$ cat config.mk
export PLATFORM = sky130hd
export DESIGN_NAME = letc_core_stage_e2_flat
export DESIGN_NICKNAME = d
export VERILOG_FILES = /design/src/rtl/letc_core_pkg.sv /design/src/rtl/letc_core_stage_e2_if.sv /design/src/rtl/letc_core_lsu_align.sv /design/src/rtl/letc_core_stage_e2.sv /design/src/flat_wrapper.sv
export SDC_FILE = /design/constraint.sdc
export NUM_CORES = 1
export LEC_CHECK = 0
export ABC_CLOCK_PERIOD_IN_PS = 2310
export BUFFER_PORTS_ARGS = -buffer_cell sky130_fd_sc_hd__buf_2
export CAP_MARGIN = 20
export CORE_MARGIN = 4
export CORE_UTILIZATION = 49
export CTS_BUF_LIST = sky130_fd_sc_hd__clkbuf_16
export DETAILED_ROUTE_END_ITERATION = 16
export PLACE_DENSITY_LB_ADDON = 0.05
export REMOVE_ABC_BUFFERS = 1
export SKIP_CTS_REPAIR_TIMING = 1
export SYNTH_ARGS = -nofsm -noshare
export SYNTH_HDL_FRONTEND = slang
export SYNTH_HIERARCHICAL = 1
export SYNTH_SLANG_ARGS = --single-unit
$ cat constraint.sdc
create_clock -name i_clk -period 2.31 [get_ports i_clk]
set_input_delay 0.1155 -clock i_clk [delete_from_list [all_inputs] [get_ports i_clk]]
set_output_delay 0.1155 -clock i_clk [all_outputs]
set_load 0.03 [all_outputs]
$ cat src/rtl/letc_core_pkg.sv
// LETC core shared types: E1->E2 and E2->W stage payloads, memory-op encodings and trap causes.
package letc_core_pkg;

    typedef enum logic [1:0] {
        MEMOP_NONE  = 2'd0,
        MEMOP_LOAD  = 2'd1,
        MEMOP_STORE = 2'd2
    } memop_e;

    typedef enum logic [1:0] {
        MEMSIZE_BYTE = 2'd0,
        MEMSIZE_HALF = 2'd1,
        MEMSIZE_WORD = 2'd2
    } memsize_e;

    typedef logic [3:0] cause_t;

    localparam cause_t CAUSE_LOAD_MISALIGNED  = 4'd4;
    localparam cause_t CAUSE_ACCESS_FAULT     = 4'd5;
    localparam cause_t CAUSE_STORE_MISALIGNED = 4'd6;

    typedef struct packed {
        logic        valid;
        logic [4:0]  rd_idx;
        logic        rd_we;
        logic [31:0] alu_result;
        memop_e      memop;
        memsize_e    memsize;
        logic        mem_signed;
        logic [31:0] rs2_val;
    } e1_to_e2_s;

    typedef struct packed {
        logic        valid;
        logic [4:0]  rd_idx;
        logic        rd_we;
        logic [31:0] rd_val;
        logic        excpt;
        cause_t      excpt_cause;
    } e2_to_w_s;

    // Reserved size encoding 3 is treated like a word access.
    function automatic logic is_misaligned(memsize_e size, logic [1:0] lane);
        logic mis;
        case (size)
            MEMSIZE_BYTE: mis = 1'b0;
            MEMSIZE_HALF: mis = lane[0];
            default:      mis = (lane != 2'b00);
        endcase
        return mis;
    endfunction

endpackage

$ cat src/rtl/letc_core_stage_e2_if.sv
// Data-memory request/response port used by the E2 stage (master) and the memory (slave).
interface letc_core_stage_e2_if;
    logic        req_valid;
    logic        req_ready;
    logic [31:0] addr;
    logic        wen;
    logic [31:0] wdata;
    logic [3:0]  wstrb;
    logic        rsp_valid;
    logic [31:0] rdata;

    modport master (
        output req_valid, addr, wen, wdata, wstrb,
        input  req_ready, rsp_valid, rdata
    );

    modport slave (
        input  req_valid, addr, wen, wdata, wstrb,
        output req_ready, rsp_valid, rdata
    );
endinterface

$ cat src/rtl/letc_core_lsu_align.sv
// Combinational lane handling: store data replication/strobes and load byte/half extract with extension.
module letc_core_lsu_align
    import letc_core_pkg::*;
(
    input  memsize_e    st_size_i,
    input  logic [1:0]  st_lane_i,
    input  logic [31:0] st_data_i,
    output logic [31:0] st_wdata_o,
    output logic [3:0]  st_wstrb_o,
    input  memsize_e    ld_size_i,
    input  logic        ld_signed_i,
    input  logic [1:0]  ld_lane_i,
    input  logic [31:0] ld_rdata_i,
    output logic [31:0] ld_val_o
);
    logic [7:0]  ld_byte;
    logic [15:0] ld_half;

    always_comb begin
        st_wdata_o = st_data_i;
        st_wstrb_o = 4'b1111;
        case (st_size_i)
            MEMSIZE_BYTE: begin
                st_wdata_o = {4{st_data_i[7:0]}};
                st_wstrb_o = 4'b0001 << st_lane_i;
            end
            MEMSIZE_HALF: begin
                st_wdata_o = {2{st_data_i[15:0]}};
                st_wstrb_o = 4'b0011 << st_lane_i;
            end
            default: ;
        endcase
    end

    assign ld_byte = ld_rdata_i[{ld_lane_i, 3'b000} +: 8];
    assign ld_half = ld_rdata_i[{ld_lane_i[1], 4'b0000} +: 16];

    always_comb begin
        case (ld_size_i)
            MEMSIZE_BYTE: ld_val_o = {{24{ld_signed_i & ld_byte[7]}}, ld_byte};
            MEMSIZE_HALF: ld_val_o = {{16{ld_signed_i & ld_half[15]}}, ld_half};
            default:      ld_val_o = ld_rdata_i;
        endcase
    end

endmodule

$ cat src/rtl/letc_core_stage_e2.sv
// LETC core second execute stage: data-memory access FSM with response timeout, plus the E2->W register.
//  state   | meaning
//  IDLE    | accepting from E1; ALU ops and misaligned traps complete here
//  REQ     | request presented, fields frozen until req_ready
//  RESP    | request accepted, waiting for response or timeout
//  DRAIN   | flushed after acceptance, swallowing the orphan response/timeout
//  HOLD    | result ready but stage stalled
module letc_core_stage_e2
    import letc_core_pkg::*;
#(
    parameter int unsigned RSP_TIMEOUT = 255
) (
    input  logic                       i_clk,
    input  logic                       i_rst,
    input  e1_to_e2_s                  i_e1_to_e2,
    output e2_to_w_s                   o_e2_to_w,
    output logic                       o_stage_ready,
    input  logic                       i_stage_flush,
    input  logic                       i_stage_stall,
    letc_core_stage_e2_if.master       dmem,
    output logic [7:0]                 o_debug
);
    localparam logic [2:0] S_IDLE  = 3'd0;
    localparam logic [2:0] S_REQ   = 3'd1;
    localparam logic [2:0] S_RESP  = 3'd2;
    localparam logic [2:0] S_DRAIN = 3'd3;
    localparam logic [2:0] S_HOLD  = 3'd4;

    localparam logic       TMO_EN  = (RSP_TIMEOUT != 0);
    localparam logic [7:0] TMO_VAL = RSP_TIMEOUT[7:0];

    logic [2:0]  state_q, state_d;
    logic [7:0]  cnt_q, cnt_d;
    e2_to_w_s    out_q, out_d;
    e2_to_w_s    hold_q, hold_d;
    logic [31:0] addr_q, addr_d;
    logic        wen_q, wen_d;
    logic [31:0] wdata_q, wdata_d;
    logic [3:0]  wstrb_q, wstrb_d;
    logic [4:0]  rd_idx_q, rd_idx_d;
    logic        rd_we_q, rd_we_d;
    memsize_e    size_q, size_d;
    logic        signed_q, signed_d;
    logic [1:0]  lane_q, lane_d;

    logic [31:0] st_wdata;
    logic [3:0]  st_wstrb;
    logic [31:0] ld_val;
    logic        timeout;
    logic        done;
    e2_to_w_s    rsp_result;
    e2_to_w_s    in_result;
    logic        in_mis;

    letc_core_lsu_align u_align (
        .st_size_i   (i_e1_to_e2.memsize),
        .st_lane_i   (i_e1_to_e2.alu_result[1:0]),
        .st_data_i   (i_e1_to_e2.rs2_val),
        .st_wdata_o  (st_wdata),
        .st_wstrb_o  (st_wstrb),
        .ld_size_i   (size_q),
        .ld_signed_i (signed_q),
        .ld_lane_i   (lane_q),
        .ld_rdata_i  (dmem.rdata),
        .ld_val_o    (ld_val)
    );

    assign timeout = TMO_EN && (cnt_q == TMO_VAL);
    assign done    = dmem.rsp_valid || timeout;
    assign in_mis  = is_misaligned(i_e1_to_e2.memsize, i_e1_to_e2.alu_result[1:0]);

    // Completion for ops that finish in IDLE: ALU passthrough or misalignment trap.
    always_comb begin
        in_result        = '0;
        in_result.valid  = 1'b1;
        in_result.rd_idx = i_e1_to_e2.rd_idx;
        in_result.rd_val = i_e1_to_e2.alu_result;
        if (i_e1_to_e2.memop == MEMOP_NONE) begin
            in_result.rd_we = i_e1_to_e2.rd_we;
        end else begin
            in_result.excpt       = 1'b1;
            in_result.excpt_cause = (i_e1_to_e2.memop == MEMOP_LOAD) ? CAUSE_LOAD_MISALIGNED
                                                                      : CAUSE_STORE_MISALIGNED;
        end
    end

    // A timeout reports the faulting word address in rd_val.
    always_comb begin
        rsp_result        = '0;
        rsp_result.valid  = 1'b1;
        rsp_result.rd_idx = rd_idx_q;
        if (dmem.rsp_valid) begin
            if (!wen_q) begin
                rsp_result.rd_we  = rd_we_q;
                rsp_result.rd_val = ld_val;
            end
        end else begin
            rsp_result.rd_val      = addr_q;
            rsp_result.excpt       = 1'b1;
            rsp_result.excpt_cause = CAUSE_ACCESS_FAULT;
        end
    end

    always_comb begin
        state_d  = state_q;
        cnt_d    = cnt_q;
        out_d    = out_q;
        hold_d   = hold_q;
        addr_d   = addr_q;
        wen_d    = wen_q;
        wdata_d  = wdata_q;
        wstrb_d  = wstrb_q;
        rd_idx_d = rd_idx_q;
        rd_we_d  = rd_we_q;
        size_d   = size_q;
        signed_d = signed_q;
        lane_d   = lane_q;
        case (state_q)
            S_IDLE: begin
                if (i_stage_flush) begin
                    out_d.valid = 1'b0;
                end else if (!i_stage_stall) begin
                    out_d = '0;
                    if (i_e1_to_e2.valid) begin
                        if (i_e1_to_e2.memop == MEMOP_NONE || in_mis) begin
                            out_d = in_result;
                        end else begin
                            addr_d   = {i_e1_to_e2.alu_result[31:2], 2'b00};
                            wen_d    = (i_e1_to_e2.memop == MEMOP_STORE);
                            wdata_d  = st_wdata;
                            wstrb_d  = (i_e1_to_e2.memop == MEMOP_STORE) ? st_wstrb : 4'b0000;
                            rd_idx_d = i_e1_to_e2.rd_idx;
                            rd_we_d  = i_e1_to_e2.rd_we;
                            size_d   = i_e1_to_e2.memsize;
                            signed_d = i_e1_to_e2.mem_signed;
                            lane_d   = i_e1_to_e2.alu_result[1:0];
                            state_d  = S_REQ;
                        end
                    end
                end
            end
            S_REQ: begin
                if (dmem.req_ready) begin
                    cnt_d   = 8'd0;
                    state_d = i_stage_flush ? S_DRAIN : S_RESP;
                end else if (i_stage_flush) begin
                    state_d = S_IDLE;
                end
                if (i_stage_flush || !i_stage_stall) out_d.valid = 1'b0;
            end
            S_RESP: begin
                cnt_d = cnt_q + 8'd1;
                if (i_stage_flush) begin
                    out_d.valid = 1'b0;
                    state_d     = done ? S_IDLE : S_DRAIN;
                end else if (done) begin
                    if (i_stage_stall) begin
                        hold_d  = rsp_result;
                        state_d = S_HOLD;
                    end else begin
                        out_d   = rsp_result;
                        state_d = S_IDLE;
                    end
                end else if (!i_stage_stall) begin
                    out_d.valid = 1'b0;
                end
            end
            S_DRAIN: begin
                cnt_d = cnt_q + 8'd1;
                if (done) state_d = S_IDLE;
                if (i_stage_flush || !i_stage_stall) out_d.valid = 1'b0;
            end
            S_HOLD: begin
                if (i_stage_flush) begin
                    out_d.valid = 1'b0;
                    state_d     = S_IDLE;
                end else if (!i_stage_stall) begin
                    out_d   = hold_q;
                    state_d = S_IDLE;
                end
            end
            default: state_d = S_IDLE;
        endcase
    end

    always_ff @(posedge i_clk) begin
        if (i_rst) begin
            state_q  <= S_IDLE;
            cnt_q    <= 8'd0;
            out_q    <= '0;
            hold_q   <= '0;
            addr_q   <= 32'd0;
            wen_q    <= 1'b0;
            wdata_q  <= 32'd0;
            wstrb_q  <= 4'd0;
            rd_idx_q <= 5'd0;
            rd_we_q  <= 1'b0;
            size_q   <= MEMSIZE_BYTE;
            signed_q <= 1'b0;
            lane_q   <= 2'd0;
        end else begin
            state_q  <= state_d;
            cnt_q    <= cnt_d;
            out_q    <= out_d;
            hold_q   <= hold_d;
            addr_q   <= addr_d;
            wen_q    <= wen_d;
            wdata_q  <= wdata_d;
            wstrb_q  <= wstrb_d;
            rd_idx_q <= rd_idx_d;
            rd_we_q  <= rd_we_d;
            size_q   <= size_d;
            signed_q <= signed_d;
            lane_q   <= lane_d;
        end
    end

    assign o_e2_to_w      = out_q;
    assign o_stage_ready  = (state_q == S_IDLE) && !i_stage_stall;
    assign dmem.req_valid = (state_q == S_REQ);
    assign dmem.addr      = addr_q;
    assign dmem.wen       = wen_q;
    assign dmem.wdata     = wdata_q;
    assign dmem.wstrb     = wstrb_q;
    assign o_debug        = {state_q, cnt_q[4:0]};

endmodule

$ cat src/flat_wrapper.sv
// flat-port wrapper written by rule: the top's interface ports become plain ports
module letc_core_stage_e2_flat import letc_core_pkg::*;
#(
    parameter int unsigned RSP_TIMEOUT = 255
)
  (i_clk, i_rst, i_e1_to_e2, o_e2_to_w, o_stage_ready, i_stage_flush, i_stage_stall, o_debug, dmem_req_valid, dmem_addr, dmem_wen, dmem_wdata, dmem_wstrb, dmem_req_ready, dmem_rsp_valid, dmem_rdata);
  letc_core_stage_e2_if dmem_i ();
  input  logic i_clk;
  input  logic i_rst;
  input  e1_to_e2_s i_e1_to_e2;
  output e2_to_w_s o_e2_to_w;
  output logic o_stage_ready;
  input  logic i_stage_flush;
  input  logic i_stage_stall;
  output logic [7:0] o_debug;
  output wire logic [$bits(dmem_i.req_valid)-1:0] dmem_req_valid;
  output wire logic [$bits(dmem_i.addr)-1:0] dmem_addr;
  output wire logic [$bits(dmem_i.wen)-1:0] dmem_wen;
  output wire logic [$bits(dmem_i.wdata)-1:0] dmem_wdata;
  output wire logic [$bits(dmem_i.wstrb)-1:0] dmem_wstrb;
  input wire logic [$bits(dmem_i.req_ready)-1:0] dmem_req_ready;
  input wire logic [$bits(dmem_i.rsp_valid)-1:0] dmem_rsp_valid;
  input wire logic [$bits(dmem_i.rdata)-1:0] dmem_rdata;
  assign dmem_req_valid = dmem_i.req_valid;
  assign dmem_addr = dmem_i.addr;
  assign dmem_wen = dmem_i.wen;
  assign dmem_wdata = dmem_i.wdata;
  assign dmem_wstrb = dmem_i.wstrb;
  assign dmem_i.req_ready = dmem_req_ready;
  assign dmem_i.rsp_valid = dmem_rsp_valid;
  assign dmem_i.rdata = dmem_rdata;
  letc_core_stage_e2 #(.RSP_TIMEOUT(RSP_TIMEOUT)) u_core (.i_clk(i_clk), .i_rst(i_rst), .i_e1_to_e2(i_e1_to_e2), .o_e2_to_w(o_e2_to_w), .o_stage_ready(o_stage_ready), .i_stage_flush(i_stage_flush), .i_stage_stall(i_stage_stall), .dmem(dmem_i), .o_debug(o_debug));
endmodule
* After elaboration in Yosys (flattened, before gate mapping)
Index checks and enable logic that the tools add are counted.
** Storage, ports and cells
- Memories :: 0
- Word-level logic and storage cells :: 126
- Flip-flop bits (word level) :: 177
- Bits of input ports :: 114
- Output and inout bits :: 123
- Latch bits :: 0
- Memory bits (read-only) :: 0
- RAM bits :: 0
** Cells by class
- Divide/modulo/power cells :: 0
- $lt $le $gt $ge :: 0
- $add $sub $neg :: 1
- Shifts and indexed selects :: 4
- Muxes and demuxes :: 46
- Reductions and logical operators :: 21
- $mul :: 0
- Bitwise logic cells :: 5
- Equal/unequal tests :: 26
** Operators with widths (count)
- $mux W44 :: 5
- $mux W43 :: 4
- $pmux W43 S3 :: 1
- $pmux W32 S2 :: 2
- $mux W3 :: 12
- $mux W33 :: 1
- $mux W32 :: 1
- $shiftx A32 B6 Y16 :: 1
- $shiftx A32 B6 Y8 :: 1
- $ne A2 B2 Y1 const B :: 8
- $pmux W8 S2 :: 1
- $reduce_and A8 Y1 :: 2
- $pmux W3 S5 :: 1
- $mux W5 :: 2
- $reduce_and A5 Y1 :: 2
- $mux W1 :: 9
- $ne A3 B3 Y1 const B :: 3
- $add A8 B1 Y8 const B :: 1
- $eq A8 B8 Y1 const B :: 1
- $mux W8 :: 1
- $ne A2 B1 Y1 const B :: 4
- $pmux W4 S2 :: 1
- $eq A2 B1 Y1 const B :: 3
- $eq A3 B2 Y1 const B :: 2
- other kinds (23) :: 34

* Depth between registers and ports, before layout
- Depth in word-level cells :: 9
- Depth in mapped cells :: 9
- Gate-level depth less buffers :: 7

* Modules after synthesis
Netlist, hierarchy kept.
** Modules (own cells, without submodules)
- letc_core_stage_e2 :: sequential area each 3423.3 µm², instances 1, area each 7566.0 µm², cells an instance 905
- letc_core_lsu_align :: sequential area each 0.0 µm², instances 1, area each 1174.9 µm², cells an instance 183

* Least setup slack after synthesis
OpenSTA, ideal clock, no wires.
- Path type :: reg2reg
- Start point :: register u_core.state_q[2]
- End point :: register u_core.wdata_q[15] (netlist: u_core/dmem.wdata[15])
- Clock period less this slack :: 2055 ps
- Setup slack :: 255 ps
- Arrival :: 1923 ps
- Buffers on the path :: 5
- Cell stages (with the launch flop) :: 10
- Required time :: 2178 ps
- Setup time :: 132 ps
- Cells stage by stage :: dfxtp_1 buf_6 or3_4 buf_6 or3_1 buf_2 buf_6 buf_6 o21ai_1 a21oi_1
** On the way
- Word-level cells in the longest chain between the ends :: 2
** Ends and longest elaborated chain
- from (decl) :: RTL line letc_core_stage_e2.sv:32 : logic [2:0] state_q, state_d;
- from (signal assigned) :: RTL line letc_core_stage_e2.sv:202 : state_q <= state_d;
- $logic_not A3 Y1 :: RTL line letc_core_stage_e2.sv:118 : case (state_q)
- $reduce_and A5 Y1 (no source line)
- to (signal assigned) :: RTL line letc_core_stage_e2.sv:208 : wdata_q <= wdata_d;
- to (decl) :: RTL line letc_core_stage_e2.sv:38 : logic [31:0] wdata_q, wdata_d;
Every way passes these cells.
A chain may end at the register's enable or synchronous reset.

* Final worst setup path
- Start point :: register u_core.lane_q[1]
- End point :: register u_core.out_q (netlist bit u_core/o_e2_to_w[15])
** On the way
- Word-level cells in the longest chain between the ends :: 9
- Elaborated cells on any way between the ends :: 10
- Classes of those cells :: shift (2); mux (7); bitwise (1)
** Ends and longest elaborated chain
- from (decl) :: RTL line letc_core_stage_e2.sv:44 : logic [1:0] lane_q, lane_d;
- from (signal assigned) :: RTL line letc_core_stage_e2.sv:214 : lane_q <= lane_d;
- $shiftx A32 B6 Y8 :: RTL line letc_core_lsu_align.sv:35 : assign ld_byte = ld_rdata_i[{ld_lane_i, 3'b000} +: 8];
- $and A1 B1 Y1 :: RTL line letc_core_lsu_align.sv:40 : MEMSIZE_BYTE: ld_val_o = {{24{ld_signed_i & ld_byte[7]}}, ld_byte};
- $pmux W32 S2 (*) :: RTL line letc_core_lsu_align.sv:39 : case (ld_size_i)
- named net u_core.ld_val[10] :: RTL line letc_core_stage_e2.sv:48 : logic [31:0] ld_val;
- $mux W33 (*) :: RTL line letc_core_stage_e2.sv:93 : if (!wen_q) begin
- $mux W32 (*) :: RTL line letc_core_stage_e2.sv:92 : if (dmem.rsp_valid) begin
- $mux W44 (*) :: RTL line letc_core_stage_e2.sv:157 : if (i_stage_stall) begin
- $mux W43 (*) :: RTL line letc_core_stage_e2.sv:156 : end else if (done) begin
- $mux W43 (*) :: RTL line letc_core_stage_e2.sv:153 : if (i_stage_flush) begin
- $pmux W43 S3 (*) :: RTL line letc_core_stage_e2.sv:118
- to (signal assigned) :: RTL line letc_core_stage_e2.sv:204 : out_q <= out_d;
- to (decl) :: RTL line letc_core_stage_e2.sv:34 : e2_to_w_s out_q, out_d;
The timed path passes the listed nets; every way through them passes the cells marked *. The select of a mux whose other input is x is not followed.

==> summary.txt <==
Critical path
  – Worst Path Max Fanout: 13
  – Internal reg-to-reg setup slack: between 0.15 and 0.2 ns
  – CP Class: flip-flop to flip-flop
  – Critical Path RT: roughly 2.6 ns
  – Critical path arrival: between 2 and 2.5 ns
  – Register-to-Register Path Depth: 7
  – CP Launch Type: flip-flop
  – CP Capture Type: flip-flop
  – RR Endpoint: u_core/o_e2_to_w[15]
  – RR Startpoint: u_core/lane_q[1]
  – Crit. Startpoint: u_core/lane_q[1]

Routing
  – DRT antenna net count: 0
  – Drt via density: 6.240
  – Avg WL per Cell: 20.36 µm
  – Drt first-iter violations: 1,242
  – Drt pass-1 iters: 6
  – Total Wirelength: between 30 and 40 mm
  – Vias: between 9k and 10k
  – Detailed-route DRC error count: 0

Clock network
  – Num CTS Buffers: 17
  – Worst-case clock buffer depth: 2
  – Skew-Pair Late Insertion Delay: ~0.42 ns
  – H-tree depth: 4
  – Clk slew on worst S/H paths: ~0.07 ns
  – CTS tree: yes
  – Clock sinks: between 150 and 200
  – Clk root buf: clkbuf_16

Timing
  – Slew headroom: 0.6368
  – Final period util: 0.9243
  – Slew Limit Fails: 0
  – Fin. Hold Viols: 2
  – Hold_ws: -0.03963 ns
  – Worst Tran Pin Value: ~0.54 ns
  – Setup TNS: 0 ns
  – Endpoints failing setup: 0
  – RSZ-0062 raised after global routing: false
  – F_max: 0.4683 GHz
  – Final worst setup slack: about 0.17 ns
  – Setup Skew: ~0.013 ns
  – Fin crit period: 2.135 ns

Power
  – Worst VDD drop: approximately 520 µV
  – Total Power: roughly 7 mW
  – Leak: about 4.4 nW
  – Int Power: roughly 4.8 mW
  – Sw power: around 2.1 mW
  – Flop pwr share: 0.447
  – Comb pwr share: 0.174
  – Power per cell area: approximately 630 nW/µm²
  – Clock power share: 0.379
  – Sw Share: 0.3002

Synthesis
  – EDFF count, synth: 0
  – Mapped cell area: between 8000 and 9000 µm²
  – Area leader, netlist: dfxtp_1
  – Post-Syn Instances: 1,088
  – Prevailing post-synth register cell: dfxtp_1
  – YS warnings: 6
  – Yosys reg bits: ~170
  – Top post-synthesis cells by area: dfxtp_1, a21oi_1, o21ai_0
  – Register area share after synthesis: 0.3916
  – Yosys top cell area share: 0.3916
  – Ys async rst share: 0
  – Netlist cell types: 61
  – Mean post-synth cell area: approximately 8.0 µm²

Worst hold path
  – Hold depth: 3
  – Hold path startpoint: i_e1_to_e2[47]
  – Worst hold path type: primary input to flip-flop
  – Hold EP: u_core/dmem.addr[10]

Die
  – I/O Pins: between 200 and 250
  – Full die area: 20,040 µm²
  – Die Ht: approximately 140 µm
  – FP Rows: 48
  – Die Wd: around 140 µm
  – Initial Util: 0.5019
  – CORE AREA: ~17,000 µm²

Placed design
  – Port Buf Inserts: approximately 230
  – Pre-CTS WS: between 0.2 and 0.25 ns
  – GPL Wtd Cong: roughly 0.9
  – Post-detail-place hpwl: 19.50 mm
  – Placed cell areas: between 10,000 and 15,000 µm²

Status
  – Failing checks: negative hold slack
  – Status: complete, but fails checks

Global route
  – Met1 global-route usage: 0.4141
  – Total track usage: 0.2936
  – Met2 GRT Util: 0.4503
  – First-pass GRT wire length: 47.69 mm
  – Grt ovf: 0
  – Largest net degree at the start of global routing: a little over 80
  – Antenna violations before repair: 0
  – Met3 Track Usage GR: 0.05966
  – Number of global-route vias before repair: roughly 8.6k
  – Gr busiest metal: met2

Job
  – Max Cap Violations: 0

Cells and area
  – Share of layout cells above drive strength 1: 0.2650
  – Fin area: between 10,000 and 15,000 µm²
  – Fillers: 1,615
  – ANT cells: 0
  – Nets@finish: roughly 1.4k
  – Layout area overhead: 26.17%
worst max-delay path, cell delays in order (launching register included):
cell and delay (ns):
dfxtp_1 0.59, buf_4 0.23, nor2b_1 0.06, a21o_1 0.15
a221o_2 0.33, a22o_1 0.20, a222oi_1 0.33, a211oi_1 0.12
worst max-delay path by stage:
stage | endpoint | slack (ns) | cells past startpoint
2_1_floorplan | u_core/o_e2_to_w[10] | -1.56 | 4
3_3_place_gp | u_core/o_e2_to_w[17] | 0.25 | 7
3_5_place_dp | u_core/o_e2_to_w[15] | 0.20 | 7
4_1_cts | u_core/o_e2_to_w[15] | 0.19 | 7
5_1_grt | u_core/o_e2_to_w[12] | 0.03 | 7
6_report | u_core/o_e2_to_w[15] | 0.17 | 7
layout make-up:
class	instances	area, µm²	share of cell area
timing repair buffer	314	2047	0.1856
tap	225	281.5	0.02553
inverter	8	30.03	0.002723
sequential	171	3423	0.3104
clock buffer	17	425.4	0.03857
clock inverter	14	98.84	0.008963
multi-input combinational	774	4722	0.4282
flip-flops by register name (all words and copies together), names as in the netlist:
name               flops
u_core/cnt_q           8
u_core/hold_q         40
u_core/dmem.addr      30
u_core/lane_q          2
u_core/dmem.wstrb      4
u_core/state_q         3
u_core/size_q          2
u_core/signed_q        1
u_core/dmem.wdata     32
u_core/dmem.wen        1
u_core/rd_idx_q        5
u_core/rd_we_q         1
u_core/o_e2_to_w      42
power by group through the flow:
stage / sequential [mW] / combinational [mW] / clock [mW]
after global routing: 3.09 / 1.28 / 2.77
after detailed placement: 3.15 / 1.13 / 0
after CTS: 3.08 / 1.13 / 2.65
final: 3.09 / 1.20 / 2.62
after global placement: 3.15 / 1.12 / 0
after floorplan: 3.30 / 0.432 / 0
through the flow:
| step | util | cells |
|---|---|---|
| finish | 0.6332 | 1523 |
| global route | 0.6332 | 1523 |
| CTS | 0.6085 | 1480 |
| detailed placement | 0.5784 | 1449 |
| global placement | 0.5784 | 1449 |
| floorplan | - | 953 |
synth_stat cells, types with 4 or more instances:
cell type / n
a221o_2: 6
nand2_1: 65
nand4_1: 9
nor2b_1: 14
nand2b_1: 6
clkbuf_1: 83
mux2_2: 17
o21ai_0: 86
a2bb2oi_1: 4
a22oi_1: 8
buf_6: 7
o21ai_1: 23
o21bai_1: 4
buf_2: 24
o22a_1: 4
mux2i_1: 11
a311oi_1: 4
a21o_1: 5
a21oi_1: 185
nor3_1: 65
nand3_1: 85
buf_4: 20
a222oi_1: 30
nor2_1: 24
inv_1: 7
a211oi_1: 38
dfxtp_1: 171
a22o_1: 36
kinds of logic (layout without fill, tap and decap cells):
| kind of cell | Yosys count | after routing | share of synthesized area |
|---|---|---|---|
| AO/OA/AOI/OAI | 447 | 447 | 0.3196 |
| XOR/XNOR | 3 | 3 | 0.003007 |
| adder cells (fa/ha/maj) | 1 | 1 | 0.001431 |
| buffers and inverters | 145 | 353 | 0.08030 |
| flip-flops | 171 | 171 | 0.3916 |
| multiplexers | 28 | 28 | 0.03450 |
| other | 1 | 3 | 0.0004290 |
| AND/OR/NAND/NOR | 292 | 292 | 0.1691 |
layout by cell type, fill, tap and decap left out, drive strengths merged, types with 3 or more instances in the layout:
cell type	Yosys	final
a221o	6	6
dlygate4sd3	0	43
a21o	5	5
nand3	85	85
o21ai	109	109
mux2i	11	11
a21oi	185	185
clkinv	0	6
nor3	66	66
a22o	36	36
a22oi	9	9
conb	1	3
nor2	26	26
a222oi	30	30
or3	4	4
and3	3	3
o21bai	4	4
a32oi	3	3
nor2b	15	15
o22a	5	5
a311oi	4	4
inv	8	12
a221oi	3	3
buf	54	271
nand2	65	65
mux2	17	17
nand4	9	9
a211oi	38	38
clkinvlp	0	4
nand3b	3	3
clkbuf	83	17
a2bb2oi	4	4
dfxtp	171	171
nand2b	6	6
routing by layer:
metal  wire, µm  vias up
li1           -     4446
met1      13350     4504
met2      14500      510
met3       2511       44
met4        645        0
met5          0        -
Note: power is estimated with default switching activity, not from simulation.
